$ cat config.mk
export PLATFORM = sky130hd
export DESIGN_NAME = imm_ext_arbiter
export DESIGN_NICKNAME = d
export VERILOG_FILES = /design/src/rtl/imm_ext_arbiter.sv
export SDC_FILE = /design/constraint.sdc
export NUM_CORES = 1
export LEC_CHECK = 0
export CAP_MARGIN = 20
export CORE_MARGIN = 8
export CORE_UTILIZATION = 42
export CTS_CLUSTER_DIAMETER = 50
export DETAILED_ROUTE_END_ITERATION = 7
export HOLD_SLACK_MARGIN = 0.12
export PLACE_DENSITY = 0.85
export SYNTH_ARGS = -nofsm -noshare
export SYNTH_HDL_FRONTEND = slang
export SYNTH_SLANG_ARGS = --single-unit
$ cat constraint.sdc
create_clock -name clk -period 2.86 [get_ports clk]
set_input_delay 0.429 -clock clk [delete_from_list [all_inputs] [get_ports clk]]
set_output_delay 0.429 -clock clk [all_outputs]
set_load 0.01 [all_outputs]
$ cat src/rtl/imm_ext_arbiter.sv
// imm_ext_arbiter: shares one 8-to-16-bit immediate extension datapath
// between decode (port 0) and the branch-target unit (port 1).
// Round-robin arbitration feeds a single registered result slot.
//
// Optional feature macro: IMM_LUI_EN
//   defined   -> mode 2'b10 produces the upper immediate {imm, 8'h00}
//   undefined -> mode 2'b10 falls back to sign-extension
//
// state    | meaning
// ---------+----------------------------------------------
// ST_EMPTY | result slot free, resp_valid low
// ST_FULL  | result slot holds a result, resp_valid high
module imm_ext_arbiter (
  input  logic        clk,
  input  logic        reset,
  input  logic        req0_valid,
  input  logic [7:0]  req0_imm,
  input  logic [1:0]  req0_mode,
  output logic        req0_ready,
  input  logic        req1_valid,
  input  logic [7:0]  req1_imm,
  input  logic [1:0]  req1_mode,
  output logic        req1_ready,
  output logic        resp_valid,
  output logic        resp_id,
  output logic [15:0] resp_data,
  input  logic        resp_ready
);

  localparam logic [0:0] ST_EMPTY = 1'b0;
  localparam logic [0:0] ST_FULL  = 1'b1;

  logic [0:0]  state;
  logic        last_grant;
  logic        can_accept;
  logic        grant_valid;
  logic        grant_id;
  logic [7:0]  sel_imm;
  logic [1:0]  sel_mode;
  logic [15:0] ext_data;

  function automatic logic [15:0] ext(input logic [7:0] imm, input logic [1:0] mode);
    logic [15:0] r;
    case (mode)
      2'b01:   r = {8'h00, imm};
`ifdef IMM_LUI_EN
      2'b10:   r = {imm, 8'h00};
`endif
      2'b11:   r = {{7{imm[7]}}, imm, 1'b0};
      default: r = {{8{imm[7]}}, imm};
    endcase
    return r;
  endfunction

  // A new grant is allowed when the slot is free or is being drained this cycle.
  assign can_accept = (state == ST_EMPTY) || resp_ready;

  // Round-robin grant: on a tie the port that did not win last time goes.
  always_comb begin
    grant_valid = 1'b0;
    grant_id    = 1'b0;
    if (can_accept) begin
      if (req0_valid && req1_valid) begin
        grant_valid = 1'b1;
        grant_id    = ~last_grant;
      end else if (req0_valid) begin
        grant_valid = 1'b1;
        grant_id    = 1'b0;
      end else if (req1_valid) begin
        grant_valid = 1'b1;
        grant_id    = 1'b1;
      end
    end
  end

  assign req0_ready = grant_valid && (grant_id == 1'b0);
  assign req1_ready = grant_valid && (grant_id == 1'b1);

  assign sel_imm  = grant_id ? req1_imm  : req0_imm;
  assign sel_mode = grant_id ? req1_mode : req0_mode;
  assign ext_data = ext(sel_imm, sel_mode);

  // Result slot: load on grant, drain when consumed, held under backpressure.
  always_ff @(posedge clk or posedge reset) begin
    if (reset) begin
      state      <= ST_EMPTY;
      last_grant <= 1'b1;
      resp_id    <= 1'b0;
      resp_data  <= 16'h0000;
    end else if (grant_valid) begin
      state      <= ST_FULL;
      last_grant <= grant_id;
      resp_id    <= grant_id;
      resp_data  <= ext_data;
    end else if ((state == ST_FULL) && resp_ready) begin
      state <= ST_EMPTY;
    end
  end

  assign resp_valid = (state == ST_FULL);

endmodule

---- Word level (Yosys, flattened, before mapping) ----
Cells that the tools add are included.
Widths: inputs -> output; s select.
cells by class
  bitwise logic cells ..................... 3
  muxes and demuxes ....................... 12
  equality and inequality tests ........... 2
  reductions and logical operators ........ 6
operators by type and width
  kind                number
  $pmux 16 s2         1
  $mux 1              9
  $mux 8              1
  $logic_and 1x1->1   4
  $not 1->1           3
  $eq 2x1->1 const B  1
  $eq 2x2->1 const B  1
  $mux 2              1
  $reduce_bool 2->1   1
  $logic_or 1x1->1    1
word-level totals
  input port bits ......................... 25
  register bits after elaboration ......... 19

---- Longest topological paths before layout ----
  depth after elaboration ................. 7
  gate-level depth with buffers ........... 4
  mapped depth without buffers ............ 3

---- Least setup slack after synthesis ----
Ideal clock, no wire load.
  path kind ............................... in2out
  start ................................... input port req1_valid
  end ..................................... output port req0_ready
  arrival ................................. 1.103 ns
  stages .................................. 4
  slack ................................... 1.328 ns
  buffers on the path ..................... 1
  cell sequence ........................... a21bo_4 buf_6 nor2_2 nor2_1
on the way
  longest elaborated chain between the ends .. 6
RTL lines
  element              line  source
  start: declaration   20    input logic req1_valid,
  $mux 1               69    end else if (req1_valid) begin
  $mux 1               66    end else if (req0_valid) begin
  $mux 1               63    if (req0_valid && req1_valid) begin
  $mux 1               62    if (can_accept) begin
  $not 1->1            76    assign req0_ready = grant_valid && (grant_id == 1'b0);
  $logic_and 1x1->1 *  76
  end: declaration     19    output logic req0_ready,
Every way passes the cells marked *; elsewhere a longest branch is shown, timed or not.

---- Worst setup path in the final report ----
  start ................................... input port req0_valid
  end ..................................... output port req0_ready
on the way
  longest elaborated chain between the ends .. 5
RTL lines
  element                                             line    source
  start: declaration                                  16      input logic req0_valid,
  $mux 1 / $logic_and 1x1->1 (equally long branches)  66, 63
  $mux 1                                              63
  $mux 1                                              62
  $not 1->1                                           76
  $logic_and 1x1->1 *                                 76
Marked as above.

==> reports/metrics.yaml <==
setup_path:
  crit_required_ns: 2.43
  startpoint_type: "input pin"
  max_stage_delay_ns: 0.58
  arrival_ns: 2.10
  worstPathMaxFanout: 10
  worst_path_max_delay_cell: "clkdlybuf4s50_1"
  critPathBufInv: 2
  path_cells: "clkdlybuf4s50_1, or2_1, nand2_1, nor2_1, clkdlybuf4s50_1"
  setup.worst_path.end_class: "primary output"
  worst-setup-path-type: "input pin to primary output"
  path_common_cell: "clkdlybuf4s50_1"
  cpLargestDelayFamily: "buffers and inverters"
synth:
  yosysTopAreaCell: "dfrtp_1"
  yosys.area.top_type_share: 0.3216
  synth-seq-area-share: 0.3523
  synth_seq_cells: 12
  postSynthAreaPerCell_um2: 9.202
  syn-cell-area_um2: 855.8
  synth_warnings: 0
  synth_edf_count: 0
  ys_types: 28
  syn_inst: 93
  syn_nets: 118
  ys_top_cells_by_area: "dfrtp_1, a221oi_1, o311ai_0, buf_4, o31ai_1"
  synthArstFlopShare: 1.000
  ys_dominant_reg_cell: "dfrtp_1"
detailed_routing:
  routedWlPerCell_um: 15.99
  drc_errors: 0
  wl_met2_um: 1301
  routed.top_layer: "met4"
  drtIter0Drc: 55
  route.met3.wl_um: 195
  dr.pass1.iters: 4
  routed_wl_um: 2526
  wl_met1_um: 992
  drtAntennaViolNets: 0
  routed_via_density: 5.633
  vias: 890
finish:
  final-seq-area_um2: 301.5
  antenna_cells: 0
  nets: 157
  fill_cells: 167
  design_area_mm2: 0.001295
  area_growth_pct: 51.32
  final_layout_size_suffix_gt1_frac: 0.08397
  multi_input_area_um2: 456.7
  stdcell_count: 158
sta:
  hold_viol: 0
  maxSlewHeadroom: 0.6509
  max_freq_mhz: 395.5
  worst_clock_skew_ns: 0.007553
  finalCriticalPeriod_ns: 2.528
  tightest_slew_ns: 0.5217
  fin_tns_setup_ns: 0
  setup_viol: 0
  drv_slew: 0
  whs_ns: 0.4657
  rsz0062_at_grt: "no"
  post-route-period-util: 0.8840
floorplan:
  die_height_um: 61.14
  boundaryPins: 45
  initial_core_util: 0.4407
  dieArea_mm2: 0.003738
  rows: 16
  die_x_um: 61.14
  coreArea_mm2: 0.001942
power:
  ir_drop_mv: 0.3191
  leakage_nw: 0.5103
  clkPwrFrac: 0.225
  seqPwrFrac: 0.366
  p_int_w: 0.0004120
  p_comb_frac: 0.408
  swShare: 0.3027
  p_per_area_mw_per_mm2: 456.3
  switchingPower_w: 0.0001789
global_route:
  antenna_found_initial: 0
  grt_pass1_vias: 942
  overflow: 0
  grt_usage: 0.1450
  grt_max_degree: 20
  grt_pass1_wl_um: 4140
clock_network:
  clock_path_buffers: 2
  cts_buffers: 3
  cts_tree: "done"
  cts.sinks: 12
  post_cts_buffers: 0
  cts-root-buf: "clkbuf_4"
  cts_hold_buf: 0
  path_clk_slew_ns: 0.08
  cts_resized: 0
  h-tree-depth: 1
  clock_latency_ns: 0.27
flow_run:
  timing.max_cap.violations: 0
place:
  placed_area_mm2: 0.001259
  place_hpwl_um: 2078
  gp_congestion: 0.8450
  placedCellCount: 154
  place.port_buffers: 44
worst_hold_path:
  min_path_type: "input pin to asynchronous set/reset pin"
run_status:
  status: "completed"
## worst reg2reg max path: cells and delay by family, from the launching register on
family,cells,cell delay [ns]
AO/OA/AOI/OAI,3,0.67
flip-flops,1,0.58
## cell usage in the layout (no fill, tap or decap), types with 2 or more instances in the layout
cell / instances
clkdlybuf4s50_1: 44
dfrtp_1: 11
and3_1: 7
a221oi_1: 7
nor3_1: 7
o311ai_0: 7
o21ai_0: 7
o31ai_1: 7
nand2_1: 4
nor2_1: 3
inv_1: 3
clkbuf_4: 3
a21oi_1: 2
a31oi_1: 2
a21o_1: 2
buf_4: 2
## sequential cells by signal (all words and copies together) (netlist names)
name / flops
resp_data: 9
last_grant: 1
resp_id: 1
resp_valid: 1
## per-layer routing
| layer | vias to the layer above | global-route usage |
|---|---|---|
| met5 | - | 0 |
| met4 | 0 | 0.07973 |
| met3 | 2 | 0.02714 |
| met2 | 41 | 0.2463 |
| met1 | 409 | 0.1661 |
| li1 | 438 | - |
## synth_stat cells (2+ instances only)
cell,instances
buf_2,3
buf_4,8
a221oi_1,7
a21o_1,2
a31oi_1,2
nor2_1,3
a21oi_1,2
nand2_1,4
inv_1,3
nor3_1,7
and3_1,7
o31ai_1,7
o21ai_0,7
o311ai_0,7
dfrtp_1,11
## per-stage QoR
stage               utilization  worst slack, ns  total power (W)
floorplan                     -            1.328        0.0003398
global placement         0.6482           0.3691        0.0004579
detailed placement       0.6482           0.3323        0.0004637
CTS                      0.6669           0.3210        0.0005960
global route             0.6669           0.2203        0.0006278
finish                   0.6669           0.3318        0.0005909
## final timing paths
path                                        start                       end  slack, ns  cells past startpoint
setup reg to reg           last_grant$_DFFE_PP1P_  resp_data[7]$_DFFE_PP0P_       1.49                      3
max in group asynchronous                   reset    last_grant$_DFFE_PP1P_       2.04                      2
hold / removal                              reset  resp_data[2]$_DFFE_PP0P_       0.47                      2
min in group clk              resp_id$_DFFE_PP0P_       resp_id$_DFFE_PP0P_       0.49                      1
setup / recovery                       req0_valid                req0_ready       0.33                      5
hold reg to reg               resp_id$_DFFE_PP0P_       resp_id$_DFFE_PP0P_       0.49                      1
## cells by family (layout without fill, tap and decap cells)
| family | after synthesis | count (layout) | synth area share |
|---|---|---|---|
| AO/OA/AOI/OAI | 39 | 39 | 0.3670 |
| AND/OR/NAND/NOR | 27 | 27 | 0.1667 |
| buffers and inverters | 15 | 53 | 0.1140 |
| flip-flops | 12 | 12 | 0.3523 |
## area by class of cell
class,count,share of cell area
clock buffer,4,0.02802
inverter,3,0.008696
multi-input combinational,66,0.3527
sequential,12,0.2329
tap,27,0.02609
timing repair buffer,46,0.3517
## power groups by stage
stage	logic (W)	clock network [W]	registers, W
6_report	0.000241	0.000133	0.000216
2_1_floorplan	0.000109	0	0.000230
4_1_cts	0.000243	0.000135	0.000217
3_3_place_gp	0.000239	0	0.000219
3_5_place_dp	0.000243	0	0.000221
5_1_grt	0.000259	0.000147	0.000222
No activity file was read; power rests on OpenSTA's default activity.
